File: src/rtl/sqrt_engine.sv
`default_nettype none
// ============================================================================
// Module      : sqrt_engine
// Description : Integer square root of an unsigned WIDTH-bit radicand using
//               the restoring digit-by-digit method (two radicand bits per
//               step, one root bit per clock). Produces floor(sqrt(x)) and
//               the remainder x - root^2 with a start/busy/done handshake.
// Revision    : 1.0 - initial release
// ============================================================================
module sqrt_engine #(
    parameter int WIDTH  = 8,
    parameter int ROOT_W = WIDTH / 2
) (
    input  logic              clk,
    input  logic              clr_n,
    input  logic              start,
    input  logic [WIDTH-1:0]  radicand,
    output logic              busy,
    output logic              done,
    output logic [ROOT_W-1:0] root,
    output logic [ROOT_W:0]   rem
);

    localparam int c_cnt_w = $clog2(ROOT_W + 1);

    localparam logic [1:0] c_st_idle = 2'd0;
    localparam logic [1:0] c_st_calc = 2'd1;
    localparam logic [1:0] c_st_done = 2'd2;

    localparam logic [c_cnt_w-1:0] c_cnt_init = c_cnt_w'(ROOT_W);
    localparam logic [c_cnt_w-1:0] c_cnt_one  = c_cnt_w'(1);

    // Reject unsupported or inconsistent widths at elaboration time.
    generate
        if ((WIDTH % 2 != 0) || (WIDTH < 4) || (WIDTH > 64) || (ROOT_W != WIDTH / 2)) begin : g_bad_width
            $error("sqrt_engine: WIDTH must be even in 4..64 and ROOT_W must equal WIDTH/2");
        end
    endgenerate

    logic [1:0]         r_state;
    logic [1:0]         w_state_next;
    logic [WIDTH-1:0]   r_x;
    logic [ROOT_W-1:0]  r_r;
    // Working remainder never exceeds 2*R of a partial root, so ROOT_W bits
    // hold it between iterations; only the final step needs ROOT_W+1 bits.
    logic [ROOT_W-1:0]  r_p;
    logic [c_cnt_w-1:0] r_cnt;
    logic [ROOT_W-1:0]  r_root;
    logic [ROOT_W:0]    r_rem;

    logic [1:0]         w_x_top;
    logic [ROOT_W+1:0]  w_trial;
    logic               w_neg;
    logic [ROOT_W:0]    w_p_next;
    logic [ROOT_W-1:0]  w_r_next;
    logic               w_accept;
    logic               w_last;

    // One restoring iteration: trial-subtract {R,01} from {P,next two bits}.
    // The trial difference always fits ROOT_W+2 signed bits, so its MSB is
    // a reliable sign.
    assign w_x_top  = r_x[WIDTH-1 -: 2];
    assign w_trial  = {r_p, w_x_top} - {r_r, 2'b01};
    assign w_neg    = w_trial[ROOT_W+1];
    assign w_p_next = w_neg ? {r_p[ROOT_W-2:0], w_x_top} : w_trial[ROOT_W:0];
    assign w_r_next = {r_r[ROOT_W-2:0], ~w_neg};

    assign w_accept = start && (r_state != c_st_calc);
    assign w_last   = (r_state == c_st_calc) && (r_cnt == c_cnt_one);

    assign busy = (r_state == c_st_calc);
    assign done = (r_state == c_st_done);
    assign root = r_root;
    assign rem  = r_rem;

    // State register.
    always_ff @(posedge clk or negedge clr_n) begin
        if (!clr_n) begin
            r_state <= c_st_idle;
        end else begin
            r_state <= w_state_next;
        end
    end

    // Next-state decode; start is only honoured outside CALC.
    always_comb begin
        w_state_next = r_state;
        case (r_state)
            c_st_idle: begin
                if (start) begin
                    w_state_next = c_st_calc;
                end
            end
            c_st_calc: begin
                if (w_last) begin
                    w_state_next = c_st_done;
                end
            end
            c_st_done: begin
                w_state_next = start ? c_st_calc : c_st_idle;
            end
            default: begin
                w_state_next = c_st_idle;
            end
        endcase
    end

    // Datapath: capture on accept, iterate in CALC, publish on the last step.
    always_ff @(posedge clk or negedge clr_n) begin
        if (!clr_n) begin
            r_x    <= '0;
            r_r    <= '0;
            r_p    <= '0;
            r_cnt  <= '0;
            r_root <= '0;
            r_rem  <= '0;
        end else if (w_accept) begin
            r_x   <= radicand;
            r_r   <= '0;
            r_p   <= '0;
            r_cnt <= c_cnt_init;
        end else if (r_state == c_st_calc) begin
            r_x   <= {r_x[WIDTH-3:0], 2'b00};
            r_r   <= w_r_next;
            r_p   <= w_p_next[ROOT_W-1:0];
            r_cnt <= r_cnt - c_cnt_one;
            if (w_last) begin
                r_root <= w_r_next;
                r_rem  <= w_p_next;
            end
        end
    end

endmodule
`default_nettype wire

File: config.mk
export PLATFORM = sky130hd
export DESIGN_NAME = sqrt_engine
export DESIGN_NICKNAME = d
export VERILOG_FILES = /design/src/rtl/sqrt_engine.sv
export SDC_FILE = /design/constraint.sdc
export NUM_CORES = 1
export LEC_CHECK = 0
export CORE_ASPECT_RATIO = 1.4
export CORE_UTILIZATION = 45
export CTS_CLUSTER_SIZE = 8
export DETAILED_ROUTE_END_ITERATION = 8
export PLACE_DENSITY = 0.64
export SLEW_MARGIN = 20
export SYNTH_ARGS = -nofsm -noshare
export SYNTH_HDL_FRONTEND = slang
export SYNTH_SLANG_ARGS = --single-unit
File: constraint.sdc
create_clock -name clk -period 4.6 [get_ports clk]
set_clock_uncertainty 0.05 [all_clocks]
set_input_delay 0.92 -clock clk [delete_from_list [all_inputs] [get_ports clk]]
set_output_delay 0.92 -clock clk [all_outputs]
set_load 0.05 [all_outputs]
-- Word level (Yosys, flattened, before mapping)
Index checks and enable logic that the tools add are counted.
- $mul: 0
- divide/modulo/power cells: 0
- equal/unequal tests: 6
- mux-type cells: 13
- bitwise logic cells: 2
- add/subtract/negate cells: 2
- shifts and indexed selects: 0
- reductions and logical operators: 6
- order comparisons: 0
- operators with widths (kind ; number):
    $mux W4 ; 4
    $mux W8 ; 2
    $mux W3 ; 2
    $pmux W2 S3 ; 1
    $sub A6 B6 Y6 ; 1
    $mux W5 ; 1
    $mux W2 ; 2
    $ne A2 B1 Y1 const B ; 2
    $eq A3 B1 Y1 const B ; 1
    $reduce_and A3 Y1 ; 1
    $sub A3 B1 Y3 const B ; 1
    $eq A2 B1 Y1 const B ; 1
    $eq A2 B2 Y1 const B ; 1
    $logic_and A1 B1 Y1 ; 2
    $logic_not A2 Y1 ; 1
    $ne A2 B2 Y1 const B ; 1
    $not A1 Y1 ; 2
    $reduce_and A2 Y1 ; 1
    $reduce_bool A2 Y1 ; 1
    $mux W1 ; 1
- input port bits: 11
- memory bits (writable): 0
- word-level logic and storage cells: 36
- latch bits: 0
- register bits after elaboration: 30
- memory bits (read-only): 0
- memories kept: 0

-- Logic depth before layout (Yosys ltp)
- depth after elaboration: 4
- mapped depth: 7
- depth with buffers taken out: 7

-- Worst setup path after synthesis
No wires, ideal clock.
- kind: reg-to-output
- from: register r_state[0]
- to: output busy
- data required time: 3.630 ns
- cell stages (with the launch flop): 4
- path slack: 2.187 ns
- data arrival time: 1.443 ns
- path buffers: 1
- path through: dfrtp_1 or2b_4 bufinv_8 clkbuf_1
- longest elaborated chain between the ends: 1
- RTL lines (item ; line ; RTL):
    start, declared ; 40 ; logic [1:0] r_state;
    start signal, assigned ; 79 ; r_state <= c_st_idle;
    start signal, assigned ; 81 ; r_state <= w_state_next;
    $eq A2 B1 Y1 ; 71 ; assign busy = (r_state == c_st_calc);
    end, declared ; 18 ; output logic busy,
Every way passes these cells.

-- Worst setup path after layout
Ends and elaborated chain as after synthesis.

==> impl_results.md <==
- CTS Buf Count: 5
- Crit Path Max Fanout: 24
- Setup violators final: 0
- H-tree Lvls: 2
- Number of synthesized flops with an enable pin: 0
- Synth cell types: 31
- Pin count of the biggest net entering global routing: 31
- Most frequent cells in the layout: dfrtp_1 (30), nand2_1 (21), clkdlybuf4s50_1 (21)
- Slew Limit Headroom: 57.1%
- Final worst-path cycle share: between 60% and 70%
- Mapped cell area: 1470 sq um
- Total setup buffers inserted after CTS: 0
- IO Pins: 22
- HP Class: register to register
- Initial antenna violation count: 0
- Setup TNS Final: 0 ns
- Most common cell after layout, fill and taps aside: dfrtp_1
- Total track usage: between 10% and 20%
- Vias: 1031
- # rows: 24
- Synth Warn #: 0
- Floorplan Core Area: roughly 3100 sq um
- Clock latency at the later pin of the worst-skew pair: ~0.28 ns
- Root Driver: clkbuf_8
- DRT Pass-1 Iters: 4
- Synth Net Count: 159
- Cts repair resizes: 0
- TritonCTS clock tree: built
- Area Overhead vs Synth: 22.6%
- Synth area leader: dfrtp_1
- Crit path kind: register to primary output
- DRC: 0
- Die X: approximately 50 microns
- Final #Nets: roughly 180
- Yosys top cell area share: 51.2%
- Share of cells above drive strength 1: 11.4%
- RSZ-0062 raised after global routing: false
- ANT nets after route: 0
- Highest Clock Rate: 326 MHz
- Crit path DAT: 2.10 ns
- Crit end category: primary output
- Initial drt markers: 25
- Final Critical Period: 3.07 ns
- Final Hold Slack: about 0.42 ns
- Slew at the pin closest to its max-slew limit: ~0.64 ns
- Clock-pin slew of the registers on the worst-case setup and hold paths: approximately 0.060 ns
- Ranking of synthesized cells by area: dfrtp_1 (51%), mux2i_1 (7.5%), o21ai_0 (5.8%), nand2_1 (5.4%), ha_1 (5.1%)
- Die Span Y: roughly 70 microns
- Mean Syn Cell Area: slightly above 10 sq um
- Via density: 5.00
- GRT overflow: 0
- Initial Utilization: 47.0%
- Register area share after synthesis: about half
- GPL Wtd Cong: between 0.7 and 0.8
- IO buf count: 21
- Post-synthesis register bit count: 30
- Detail Placement HPWL: 1910 microns
- Die area: approximately 3500 sq um
- Vias in the first global route: roughly 1100
- Clk sink count: 30
- Status: complete, no violations
- Diodes inserted: 0
- Post-route insts no fill: slightly above 200
- Startpoint types: register
- Clock Path Buffers: 2
- Max-cap violations: 0
- Placed Instances: roughly 200
- Slew Viols, Final: 0
- First-pass GRT wire length: around 4700 microns
- Hold buffers post-CTS: 0
- Final hold viol count: 0
- Worst path required time: between 3 and 4 ns
- Synth async-reset ratio: between 90% and 100%
- DR WL/cell: roughly 13 microns
- Ys flop type: dfrtp_1
- Mapped Cells: roughly 140
- Final WL: roughly 2600 microns
==> per-stage QoR <==
| step | area, sq um | util, % | worst slack [ns] |
|---|---|---|---|
| after floorplan | 1470 | - | 2.19 |
| after global routing | 1800 | 57.6 | 1.44 |
| after CTS | 1800 | 57.6 | 1.51 |
| after global placement | 1710 | 54.6 | 1.86 |
| final | 1800 | 57.6 | 1.53 |
| after detailed placement | 1710 | 54.6 | 1.83 |
==> final timing paths <==
kind,from,end,slack [ns],depth (start not counted)
max,r_state[0],busy,1.53,3
max reg2reg,r_p[1],rem[3],2.46,6
min,rem[2],rem[2],0.42,2
min in group asynchronous,clr_n,rem[0],0.98,2
max in group asynchronous,clr_n,r_cnt[2],3.24,2
min reg2reg,rem[2],rem[2],0.42,2
==> logic make-up after synthesis <==
| logic type | after synthesis | synth area share, % |
|---|---|---|
| AND/OR/NAND/NOR | 44 | 13.9 |
| flip-flops | 30 | 51.2 |
| AO/OA/AOI/OAI | 29 | 11.9 |
| buffers and inverters | 15 | 5.29 |
| multiplexers | 12 | 8.53 |
| XOR/XNOR | 6 | 4.10 |
| adder cells (fa/ha/maj) | 6 | 5.12 |
==> per-layer routing <==
layer  wire length (microns)  GRT usage (%)  up-vias
li1                        -              -      525
met1                    1090           20.6      478
met2                    1340           30.8       24
met3                     111           6.58        4
met4                      41           6.98        0
met5                       0              0        -
==> layout make-up <==
class / count / area (sq um)
fill: 279 / 1330
sequential: 30 / 751
tap: 39 / 48.8
multi-input combinational: 97 / 638
inverter: 10 / 51.3
clock buffer: 7 / 86.3
timing repair buffer: 22 / 218
clock inverter: 1 / 5.00
==> critical path, cell delays in order (launching register included) <==
cell	delay, ns
dfrtp_1	0.37
or2b_4	0.34
bufinv_8	0.28
clkdlybuf4s50_1	0.82
==> sequential cells by signal (all words and copies together), names as in the netlist <==
name / flops
rem: 5
r_state: 2
r_cnt: 3
r_x: 8
r_r: 4
r_p: 4
root: 4
==> Yosys cell counts, types with 2 or more instances <==
master	instances
nand2_1	21
dfrtp_1	30
clkbuf_1	3
xnor2_1	3
ha_1	6
o21ai_1	2
xor2_1	2
nand3_1	6
inv_1	9
o21ai_0	17
o21ai_2	3
nor2_1	9
o31ai_1	3
mux2i_1	11
Power is left out: the tool's default activity adds up to more than one toggle a clock period on the data nets, which glitch-free logic cannot reach.
